`config.mk`:
```
export PLATFORM = sky130hd
export DESIGN_NAME = disp_arbiter
export DESIGN_NICKNAME = d
export VERILOG_FILES = /design/src/rtl/disp_arbiter.sv
export SDC_FILE = /design/constraint.sdc
export NUM_CORES = 1
export LEC_CHECK = 0
export ABC_AREA = 1
export CAP_MARGIN = 25
export CORE_ASPECT_RATIO = 0.7
export CORE_MARGIN = 5
export CORE_UTILIZATION = 45
export DETAILED_ROUTE_END_ITERATION = 7
export PLACE_DENSITY = 0.79
export SETUP_SLACK_MARGIN = 0.4
export SYNTH_ARGS = -nofsm -noshare
export SYNTH_HDL_FRONTEND = slang
export SYNTH_SLANG_ARGS = --single-unit
export TNS_END_PERCENT = 1
```
`constraint.sdc`:
```
create_clock -name sys_clk -period 1.41 [get_ports sys_clk]
set_input_delay 0.141 -clock sys_clk [delete_from_list [all_inputs] [get_ports sys_clk]]
set_output_delay 0.141 -clock sys_clk [all_outputs]
set_load 0.01 [all_outputs]
```
`src/rtl/disp_arbiter.sv`:
```
// disp_arbiter
// Decides who drives the shared 4-digit seven-segment display.
// The temperature path owns the display by default. A one-shot alert takes
// over for HOLD_MS, and a GAP_MS guard time follows it. An alert that arrives
// during the guard time is held and granted when the guard time ends.
//
// Optional build macro: DISP_BLINK_EN. When it is defined, an active alert
// alternates between the alert digits and the temperature digits every
// BLINK_MS.
//
// Ports:
//   sys_clk, sys_rst_n   clock and asynchronous active-low reset
//   t_valid, t_digits    strobe and four 4-bit temperature codes
//   t_ack                pulse one cycle after a t_valid
//   a_req, a_digits      alert request (rising edge) and its four codes
//   a_ack                pulse when an alert is granted or restarted
//   a_done               pulse on the last cycle of an alert hold
//   owner                0 = temperature, 1 = alert
//   Num1..Num4           zero-extended digit codes for the display driver
module disp_arbiter #(
    parameter int CLK_HZ   = 50_000_000,
    parameter int HOLD_MS  = 2000,
    parameter int GAP_MS   = 500,
    parameter int BLINK_MS = 250
) (
    input  logic        sys_clk,
    input  logic        sys_rst_n,
    input  logic        t_valid,
    input  logic [15:0] t_digits,
    output logic        t_ack,
    input  logic        a_req,
    input  logic [15:0] a_digits,
    output logic        a_ack,
    output logic        a_done,
    output logic        owner,
    output logic [7:0]  Num1,
    output logic [7:0]  Num2,
    output logic [7:0]  Num3,
    output logic [7:0]  Num4
);

    localparam int MS_CYC = CLK_HZ / 1000;
    localparam int MS_W   = (MS_CYC > 1) ? $clog2(MS_CYC) : 1;
    localparam int TM_MAX = (HOLD_MS > GAP_MS) ? HOLD_MS : GAP_MS;
    localparam int TM_W   = $clog2(TM_MAX + 1);

    localparam logic [1:0] S_TEMP  = 2'd0;
    localparam logic [1:0] S_ALERT = 2'd1;
    localparam logic [1:0] S_GAP   = 2'd2;

    if (HOLD_MS < 1 || GAP_MS < 1 || BLINK_MS < 1 || MS_CYC < 1) begin : g_param_check
        $error("disp_arbiter: timing parameters must give at least one cycle per ms and be >= 1");
    end

    // Any code above 10 ('C') is clamped so the driver never indexes past its table.
    function automatic logic [15:0] sanitize(input logic [15:0] d);
        logic [15:0] r;
        r = '0;
        for (int i = 0; i < 4; i++) begin
            r[i*4 +: 4] = (d[i*4 +: 4] > 4'd10) ? 4'd10 : d[i*4 +: 4];
        end
        return r;
    endfunction

    logic [1:0]      state_q, state_d;
    logic            areq_q;
    logic [MS_W-1:0] ms_q, ms_d;
    logic [TM_W-1:0] tm_q, tm_d;
    logic [15:0]     temp_q;
    logic [15:0]     alert_q, alert_d;
    logic [15:0]     pdig_q, pdig_d;
    logic            pend_q, pend_d;
    logic            a_ack_d, a_done_d;
    logic            req_ev, ms_tick, show_alert;
    logic [15:0]     src;

    assign req_ev  = a_req & ~areq_q;
    assign ms_tick = (ms_q == MS_W'(MS_CYC - 1));

`ifdef DISP_BLINK_EN
    localparam int BL_W = $clog2(BLINK_MS + 1);
    logic [BL_W-1:0] bl_q, bl_d;
    logic            ph_q, ph_d;
`endif

    always_comb begin
        state_d  = state_q;
        alert_d  = alert_q;
        pdig_d   = pdig_q;
        pend_d   = pend_q;
        a_ack_d  = 1'b0;
        a_done_d = 1'b0;
        ms_d     = ms_tick ? '0 : ms_q + MS_W'(1);
        tm_d     = (ms_tick && state_q != S_TEMP) ? tm_q + TM_W'(1) : tm_q;
`ifdef DISP_BLINK_EN
        // Blink phase advances once per BLINK_MS while an alert is shown.
        bl_d = bl_q;
        ph_d = ph_q;
        if (state_q == S_ALERT && ms_tick) begin
            if (bl_q == BL_W'(BLINK_MS - 1)) begin
                bl_d = '0;
                ph_d = ~ph_q;
            end else begin
                bl_d = bl_q + BL_W'(1);
            end
        end
`endif
        case (state_q)
            S_TEMP: begin
                // A fresh edge takes priority over the deferred copy.
                if (req_ev || pend_q) begin
                    alert_d = req_ev ? sanitize(a_digits) : pdig_q;
                    a_ack_d = 1'b1;
                    ms_d    = '0;
                    tm_d    = '0;
                    pend_d  = 1'b0;
                    state_d = S_ALERT;
`ifdef DISP_BLINK_EN
                    bl_d = '0;
                    ph_d = 1'b0;
`endif
                end
            end
            S_ALERT: begin
                if (req_ev) begin
                    alert_d = sanitize(a_digits);
                    a_ack_d = 1'b1;
                    ms_d    = '0;
                    tm_d    = '0;
`ifdef DISP_BLINK_EN
                    bl_d = '0;
                    ph_d = 1'b0;
`endif
                end else if (ms_tick && tm_q == TM_W'(HOLD_MS - 1)) begin
                    a_done_d = 1'b1;
                    ms_d     = '0;
                    tm_d     = '0;
                    state_d  = S_GAP;
                end
            end
            S_GAP: begin
                if (req_ev) begin
                    pend_d = 1'b1;
                    pdig_d = sanitize(a_digits);
                end
                if (ms_tick && tm_q == TM_W'(GAP_MS - 1)) begin
                    tm_d    = '0;
                    state_d = S_TEMP;
                end
            end
            default: state_d = S_TEMP;
        endcase
    end

`ifdef DISP_BLINK_EN
    assign show_alert = (state_q == S_ALERT) && !ph_q;
`else
    assign show_alert = (state_q == S_ALERT);
`endif
    assign src = show_alert ? alert_q : temp_q;

    always_ff @(posedge sys_clk or negedge sys_rst_n) begin
        if (!sys_rst_n) begin
            state_q <= S_TEMP;
            areq_q  <= 1'b0;
            ms_q    <= '0;
            tm_q    <= '0;
            temp_q  <= '0;
            alert_q <= '0;
            pdig_q  <= '0;
            pend_q  <= 1'b0;
            t_ack   <= 1'b0;
            a_ack   <= 1'b0;
            a_done  <= 1'b0;
            owner   <= 1'b0;
            Num1    <= '0;
            Num2    <= '0;
            Num3    <= '0;
            Num4    <= '0;
`ifdef DISP_BLINK_EN
            bl_q    <= '0;
            ph_q    <= 1'b0;
`endif
        end else begin
            state_q <= state_d;
            areq_q  <= a_req;
            ms_q    <= ms_d;
            tm_q    <= tm_d;
            alert_q <= alert_d;
            pdig_q  <= pdig_d;
            pend_q  <= pend_d;
            t_ack   <= t_valid;
            a_ack   <= a_ack_d;
            a_done  <= a_done_d;
            if (t_valid) begin
                temp_q <= sanitize(t_digits);
            end
            // Outputs follow the current state and registers one cycle later.
            owner <= (state_q == S_ALERT);
            Num1  <= {4'b0, src[15:12]};
            Num2  <= {4'b0, src[11:8]};
            Num3  <= {4'b0, src[7:4]};
            Num4  <= {4'b0, src[3:0]};
`ifdef DISP_BLINK_EN
            bl_q  <= bl_d;
            ph_q  <= ph_d;
`endif
        end
    end

endmodule

```
==> results by group, run 1 <==
Synth
  • Post-synthesis compound-gate area fraction: 12.80%
  • Synth async-reset ratio: 100.0%
  • Yosys reg bits: 99
  • Post-Syn Area per Cell: 7.722 µm²
  • Register area share after synthesis: 49.13%
  • Post-synth EDFFs: 0
  • Adder-cell share of the synthesized area: 0.4963%
  • Mux cell area share after synthesis: 0%
  • Post-Syn Area: 5042 µm²
  • Synth Area in Simple Gates: 24.76%
  • Yosys cell types: 38
  • Xor/xnor share of the synthesized area: 1.216%
  • Largest family of logic cells by synthesized area: simple AND/OR/NAND/NOR gates
  • Post-synth top flop: dfrtp_1
  • YS warnings: 0
  • Gate Count Post-Synth: approximately 650

Cells and area
  • Multi-input gate area: 2306 µm²
  • Fin nets: 813
  • Layout area overhead: 34.76%
  • Reg area: 2481 µm²
  • Antenna cells: 0
  • Fillcell total: 877
  • Share of cells above drive strength 1: 23.46%
  • Post-route cell area: roughly 6800 µm²

Power and ir drop
  • Leak: 0.003375 µW
  • Power after layout: slightly above 9000 µW
  • Max VDD drop: 0.0008856 V
  • Pwr Density: 1363 nW/µm²

Drt
  • Routed length per instance: 14.15 µm
  • DR vias: 4694
  • 1st-pass router iterations: 5
  • Final ANT Viol Nets: 0
  • Detailed Route Iter0 Violations: ~330
  • WL met3: ~930 µm
  • WL final: 13210 µm
  • Drc violations: 0
  • Avg Vias per Cell: 5.031
  • Wire length on met2: 6308 µm
  • Wire length on met1: 5796 µm
  • Top layer in use: met4

Worst setup path
  • R2R Setup Slk: -0.22 ns
  • Crit. End Element: register
  • Crit start category: register
  • Peak fanout along the critical path: 5
  • Worst path required time: 1.69 ns
  • Critical path class: register to register
  • Critical path arrival: around 1.9 ns

Clock tree
  • CTS root buf: clkbuf_16
  • H-tree levels: 3
  • TritonCTS clock tree: built
  • Worst-Skew Late Latency: 0.35 ns
  • Clk pin slew, worst setup/hold paths: 0.07 ns
  • Clock sinks: 99
  • Number of clock buffers inserted by TritonCTS: 9
  • CTS Buffer Depth: 2

STA
  • Max Fclk: between 600 and 700 MHz
  • Skew final: 0.006318 ns
  • Final min period: 1.625 ns
  • Unrepaired setup endpoints after global routing: yes
  • Crit share post-route: 115.3%
  • Worst setup margin: -0.2151 ns
  • Slew Limit Fails: 0
  • Worst hold margin: 0.2133 ns
  • Final hold vios: 0
  • Final setup fails: 30

Place
  • Buffers added on ports: 55
  • Hpwl dp: 9456 µm
  • GPL Wtd Cong: 0.8706
  • DP Area: 6286 µm²

Floorplan
  • Core ar.: ~11000 µm²
  • Die ar.: 13460 µm²
  • Die W: 136.5 µm
  • Ports: 72
  • Site row count: 32
  • Initial Util: 45.96%
  • Die Y: 98.57 µm

Global route
  • Total grt overflow: 0
  • First-pass GRT wire length: 21240 µm
  • GRT Util Overall: 19.63%
  • Initial antenna violation count: 0
  • Largest net degree at the start of global routing: 37
  • Vias in the first global route: 4501

Outcome
  • Violated checks: setup timing
  • Outcome: complete, but fails checks

Run
  • Max-Cap Viols: 0

Worst hold path
  • Hold WC Path Type: primary input to async pin
worst max-delay path, cell delays in order (launching register included):
cell and delay, ns:
dfrtp_1 0.40, ha_4 0.17, nand3_4 0.09, inv_2 0.08, nand2_2 0.06, nor2_4 0.20
nand2_2 0.13, buf_4 0.16, nor3_4 0.15, or2_2 0.14
cell families (layout without fill, tap and decap cells):
| family | Yosys count | after routing |
|---|---|---|
| and+or+nand+nor | 289 | 290 |
| buffers and inverters | 133 | 244 |
| AOI/OAI and AO/OA | 122 | 122 |
| DFF | 99 | 99 |
| xor gates and xnor gates | 7 | 7 |
| adders and majority gates | 2 | 2 |
| other | 1 | 16 |
registers in the layout, summed over array words and instances (netlist names):
signal	cells
Num3	4
ms_q	16
pend_q	1
areq_q	1
pdig_q	16
Num4	4
owner	1
Num1	4
state_q	2
alert_q	16
Num2	4
temp_q	16
a_done	1
t_ack	1
tm_q	11
a_ack	1
cells in the mapped netlist (2+ instances only):
cell | instances | area share [%]
inv_1 | 87 | 6.5
ha_1 | 2 | 0.50
nor2_1 | 60 | 4.5
nand4_1 | 6 | 0.74
o22ai_1 | 2 | 0.25
o21ai_1 | 17 | 1.7
nand3_4 | 2 | 0.69
nand2_2 | 5 | 0.62
clkbuf_1 | 8 | 0.60
nor3_1 | 9 | 0.89
nor2_2 | 3 | 0.37
o21a_1 | 3 | 0.45
dfrtp_1 | 99 | 49
xor2_1 | 6 | 1.0
a21boi_0 | 4 | 0.60
a31oi_1 | 4 | 0.50
inv_2 | 7 | 0.52
nor2_4 | 3 | 0.67
buf_4 | 17 | 2.5
a21oi_1 | 21 | 2.1
clkinv_1 | 4 | 0.30
buf_2 | 8 | 0.79
nand3_1 | 24 | 2.4
nand2_1 | 171 | 13
o21ai_0 | 68 | 6.7
per-stage QoR:
step | setup WS (ns) | utilization [%] | TNS, ns | cells
after floorplan | 0.01192 | - | 0 | 668
after global placement | -0.2194 | 57.30 | -8.863 | 914
after detailed placement | -0.3494 | 57.30 | -12.39 | 914
after CTS | -0.2093 | 59.60 | -3.339 | 932
after global routing | -0.3040 | 61.94 | -6.281 | 933
final | -0.2151 | 61.94 | -3.121 | 933
what timing repair did:
item,in CTS,in global routing
buffers inserted,1,0
setup endpoints to repair,100,91
gates cloned,0,1
pin swaps,4,14
endpoints found under the hold margin,84,0
hold buffers,1,0
gates resized for setup,100,84
metal layers:
layer  global-route usage, %  up-vias
li1                        -     2286
met1                   27.08     2231
met2                   31.45      160
met5                       0        -
met3                   4.643       17
met4                   4.725        0
worst paths after layout:
kind                            cells past startpoint                   from                     end
worst min register to register                      2  pdig_q[9]$_DFFE_PN0P_   pdig_q[9]$_DFFE_PN0P_
worst min-delay path                                2              sys_rst_n   temp_q[2]$_DFFE_PN0P_
worst max register to register                      9      ms_q[1]$_DFF_PN0_  state_q[1]$_DFFE_PN0P_
worst max-delay path                                9      ms_q[1]$_DFF_PN0_  state_q[1]$_DFFE_PN0P_
min in group sys_clk                                1                  a_req        areq_q$_DFF_PN0_
max in group asynchronous                           3              sys_rst_n  state_q[0]$_DFFE_PN0P_
cells in the final DEF, fill, tap and decap left out, drive strengths merged, types with 10 or more instances in the layout:
cell and n:
nand2 176, a21oi 22, inv 95, nor3 10, nor2 67, nand3 28, conb 16, clkinv 10
o21ai 85, clkdlybuf4s50 34, dfrtp 99, buf 95
where the power goes:
group / internal, µW / switching, µW / total, µW
sequential: 3450 / 289 / 3730
clock: 1210 / 1090 / 2310
combinational: 1390 / 1830 / 3220
final cells by class:
class,instances,share of cell area [%]
clock inverter,7,0.7733
clock buffer,9,3.314
timing repair buffer,130,16.90
inverter,98,5.745
tap,153,2.817
sequential,99,36.51
multi-input combinational,437,33.93
(Power assumes the default switching activity.)
==> run 2, diff against run 1 <==
Settings changed: CORE_UTILIZATION 45 to 49, CTS_CLUSTER_SIZE from default to 8, PLACE_DENSITY 0.79 to 0.84.
==> run 2 against run 1 <==
  * The flow still finishes with violations (setup timing)
  * Final area fell by 2.4%
  * Combinational power fell by 8.1%
  * Clock skew rose by 0.0018 ns
  * Global-route usage rose by 1.4 points
  * Register-to-register slack barely moved
  * Critical endpoint is now ms_q[9]$_DFF_PN0_
  * Fmax rose by 0.23%
  * Largest power group unchanged
  * First-iteration DRC count rose by 14%
  * Sequential power rose by 1%
==> results by group, run 2 (synthesized netlist as in run 1, its figures left out) <==
STA
  • Final hold vios: 0 (unchanged)
  • Max Fclk: 616.7 MHz (+0.23%)
  • Worst setup margin: -0.2115 ns (+0.003660 ns)
  • Fin Setup TNS: -5.217 ns (-2.096 ns)
  • Worst hold margin: 0.2094 ns (-0.003932 ns)
  • Slew Limit Fails: 0 (unchanged)
  • Final setup fails: 30 (unchanged)
  • Crit share post-route: 115.0% (-0.26 points)
  • Final min period: 1.621 ns (-0.003660 ns)
  • Unrepaired setup endpoints after global routing: yes
  • Skew final: 0.008082 ns (+0.001764 ns)

Worst hold path
  • Hold WC Path Type: primary input to async pin

Floorplan
  • Die Y: 94.87 µm (-3.7%)
  • Die ar.: 12450 µm² (-7.5%)
  • Site row count: 31 (-3.1%)
  • Initial Util: 49.43% (+3.5 points)
  • Ports: 72 (unchanged)
  • Core ar.: 10200 µm² (-7.0%)
  • Die W: 131.2 µm (-3.9%)

Clock tree
  • Number of clock buffers inserted by TritonCTS: 9 (unchanged)
  • Clk pin slew, worst setup/hold paths: 0.07 ns (about the same)
  • H-tree levels: 3 (unchanged)
  • CTS Buffer Depth: 2 (unchanged)
  • CTS root buf: clkbuf_16
  • Worst-Skew Late Latency: 0.35 ns (about the same)
  • Clock sinks: 99 (unchanged)
  • TritonCTS clock tree: built

Cells and area
  • Share of cells above drive strength 1: 20.18% (-3.3 points)
  • Layout area overhead: 31.56%
  • Fillcell total: 790 (-9.9%)
  • Antenna cells: 0 (unchanged)
  • Most frequent cells in the layout: nand2_1 (165), dfrtp_1 (98), inv_1 (84)
  • Most common cell after layout, fill and taps aside: nand2_1
  • Multi-input gate area: 2211 µm² (-4.1%)
  • Reg area: 2479 µm² (-0.10%)
  • Fin nets: 811 (-0.25%)

Global route
  • Total grt overflow: 0 (unchanged)
  • Initial antenna violation count: 0 (unchanged)
  • GRT Util Overall: 21.02% (+1.4 points)
  • Vias in the first global route: 4600 (+2.2%)
  • First-pass GRT wire length: 21350 µm (+0.52%)
  • Largest net degree at the start of global routing: 47 (+27%)

Drt
  • DR vias: 4646 (-1.0%)
  • WL final: 12810 µm (-3.0%)
  • Avg Vias per Cell: 5.105 (+1.5%)
  • Detailed Route Iter0 Violations: 374 (+14%)
  • Routed length per instance: 14.08 µm (-0.55%)
  • Final ANT Viol Nets: 0 (unchanged)
  • 1st-pass router iterations: 5 (unchanged)
  • Drc violations: 0 (unchanged)

Power and ir drop
  • Max VDD drop: 0.0008558 V (-3.4%)
  • Clock power frac: 27.3% (+2.4 points)
  • Combinational power share: 32.0% (-2.8 points)
  • Pwr Density: 1394 nW/µm² (+2.3%)
  • Sequential share of power: 40.8% (+0.5 points)
  • Switching component of the power: 3180 µW (-1.0%)
  • Sw Share: 34.39% (-0.31 points)
  • Internal power: 6066 µW (+0.34%)
  • Leak: 0.003300 µW (-2.2%)

Worst setup path
  • Peak fanout along the critical path: 7 (+2)
  • Max incr delay on CP: 0.40 ns (about the same)
  • Crit. End Element: register
  • Critical path class: register to register
  • Critical path cell sequence: ha_4 > nand3_4 > inv_2 > nand2_2 > nor2_4 > buf_4 > nor2_2 > buf_6 > o21ai_1 > a21oi_1
  • CP max-delay cell: dfrtp_1
  • Worst path required time: 1.64 ns (-0.05 ns)
  • Critical path arrival: 1.86 ns (-0.05 ns)
  • Crit start category: register

Place
  • Hpwl dp: 8961 µm (-5.2%)
  • Buffers added on ports: 55 (unchanged)
  • GPL Wtd Cong: 0.8740 (+0.39%)

Outcome
  • Outcome: complete, but fails checks
  • Violated checks: setup timing

Run
  • Max-Cap Viols: 0 (unchanged)
-- run 2: final cells by class --
class / instances / share of cell area (%)
multi-input combinational: 438 / 33.33
inverter: 98 / 5.828
timing repair buffer: 127 / 16.47
clock buffer: 10 / 3.452
sequential: 99 / 37.36
clock inverter: 6 / 1.075
tap: 132 / 2.490
-- run 2: critical path: cells and delay by family, from the launching register on --
kind | cells | cell delay [ns]
and+or+nand+nor | 4 | 0.41
DFF | 1 | 0.40
buffers and inverters | 3 | 0.36
adders and majority gates | 1 | 0.18
AOI/OAI and AO/OA | 2 | 0.16
-- run 2: worst paths after layout --
check	endpoint	cells past startpoint	slack, ns	startpoint
min in group sys_clk	t_ack$_DFF_PN0_	2	0.21	t_valid
setup / recovery	ms_q[9]$_DFF_PN0_	10	-0.21	ms_q[1]$_DFF_PN0_
max in group asynchronous	alert_q[6]$_DFFE_PN0P_	3	0.68	sys_rst_n
setup reg to reg	ms_q[9]$_DFF_PN0_	10	-0.21	ms_q[1]$_DFF_PN0_
hold / removal	ms_q[0]$_DFF_PN0_	2	0.21	sys_rst_n
hold reg to reg	Num3[1]$_DFF_PN0_	2	0.49	temp_q[5]$_DFFE_PN0P_
-- run 2: repair_timing --
item / 4_1_cts / 5_1_grt
hold endpoints to repair: 99 / 0
hold buffers: 1 / 0
pin swaps: 1 / 6
setup buffers: 0 / 2
resized for setup: 99 / 35
gates cloned: 1 / 1
endpoints found under the setup margin: 101 / 98
-- run 2: per-stage QoR --
stage	total power, µW	setup WS [ns]	std cells	instance area [µm²]	utilization, %
2_1_floorplan	5279	0.01192	668	5146	-
3_3_place_gp	6564	-0.2699	889	6217	60.95
3_5_place_dp	6675	-0.3282	889	6217	60.95
4_1_cts	9045	-0.2092	907	6492	63.65
5_1_grt	9770	-0.3404	910	6634	65.03
6_report	9246	-0.2115	910	6634	65.03
-- run 2: power groups by stage --
stage	clock network, µW	logic [µW]	registers [µW]
after floorplan	0	1420	3860
after global placement	0	2790	3780
after detailed placement	0	2880	3790
after CTS	2550	2750	3750
after global routing	2670	3270	3830
final	2520	2960	3770
-- run 2: per-layer routing --
layer,routed length [µm],vias up,track usage [%]
met5,0,-,0
met4,209,0,7.266
met3,753,23,4.526
met2,6230,157,35.09
met1,5616,2196,27.43
li1,-,2270,-
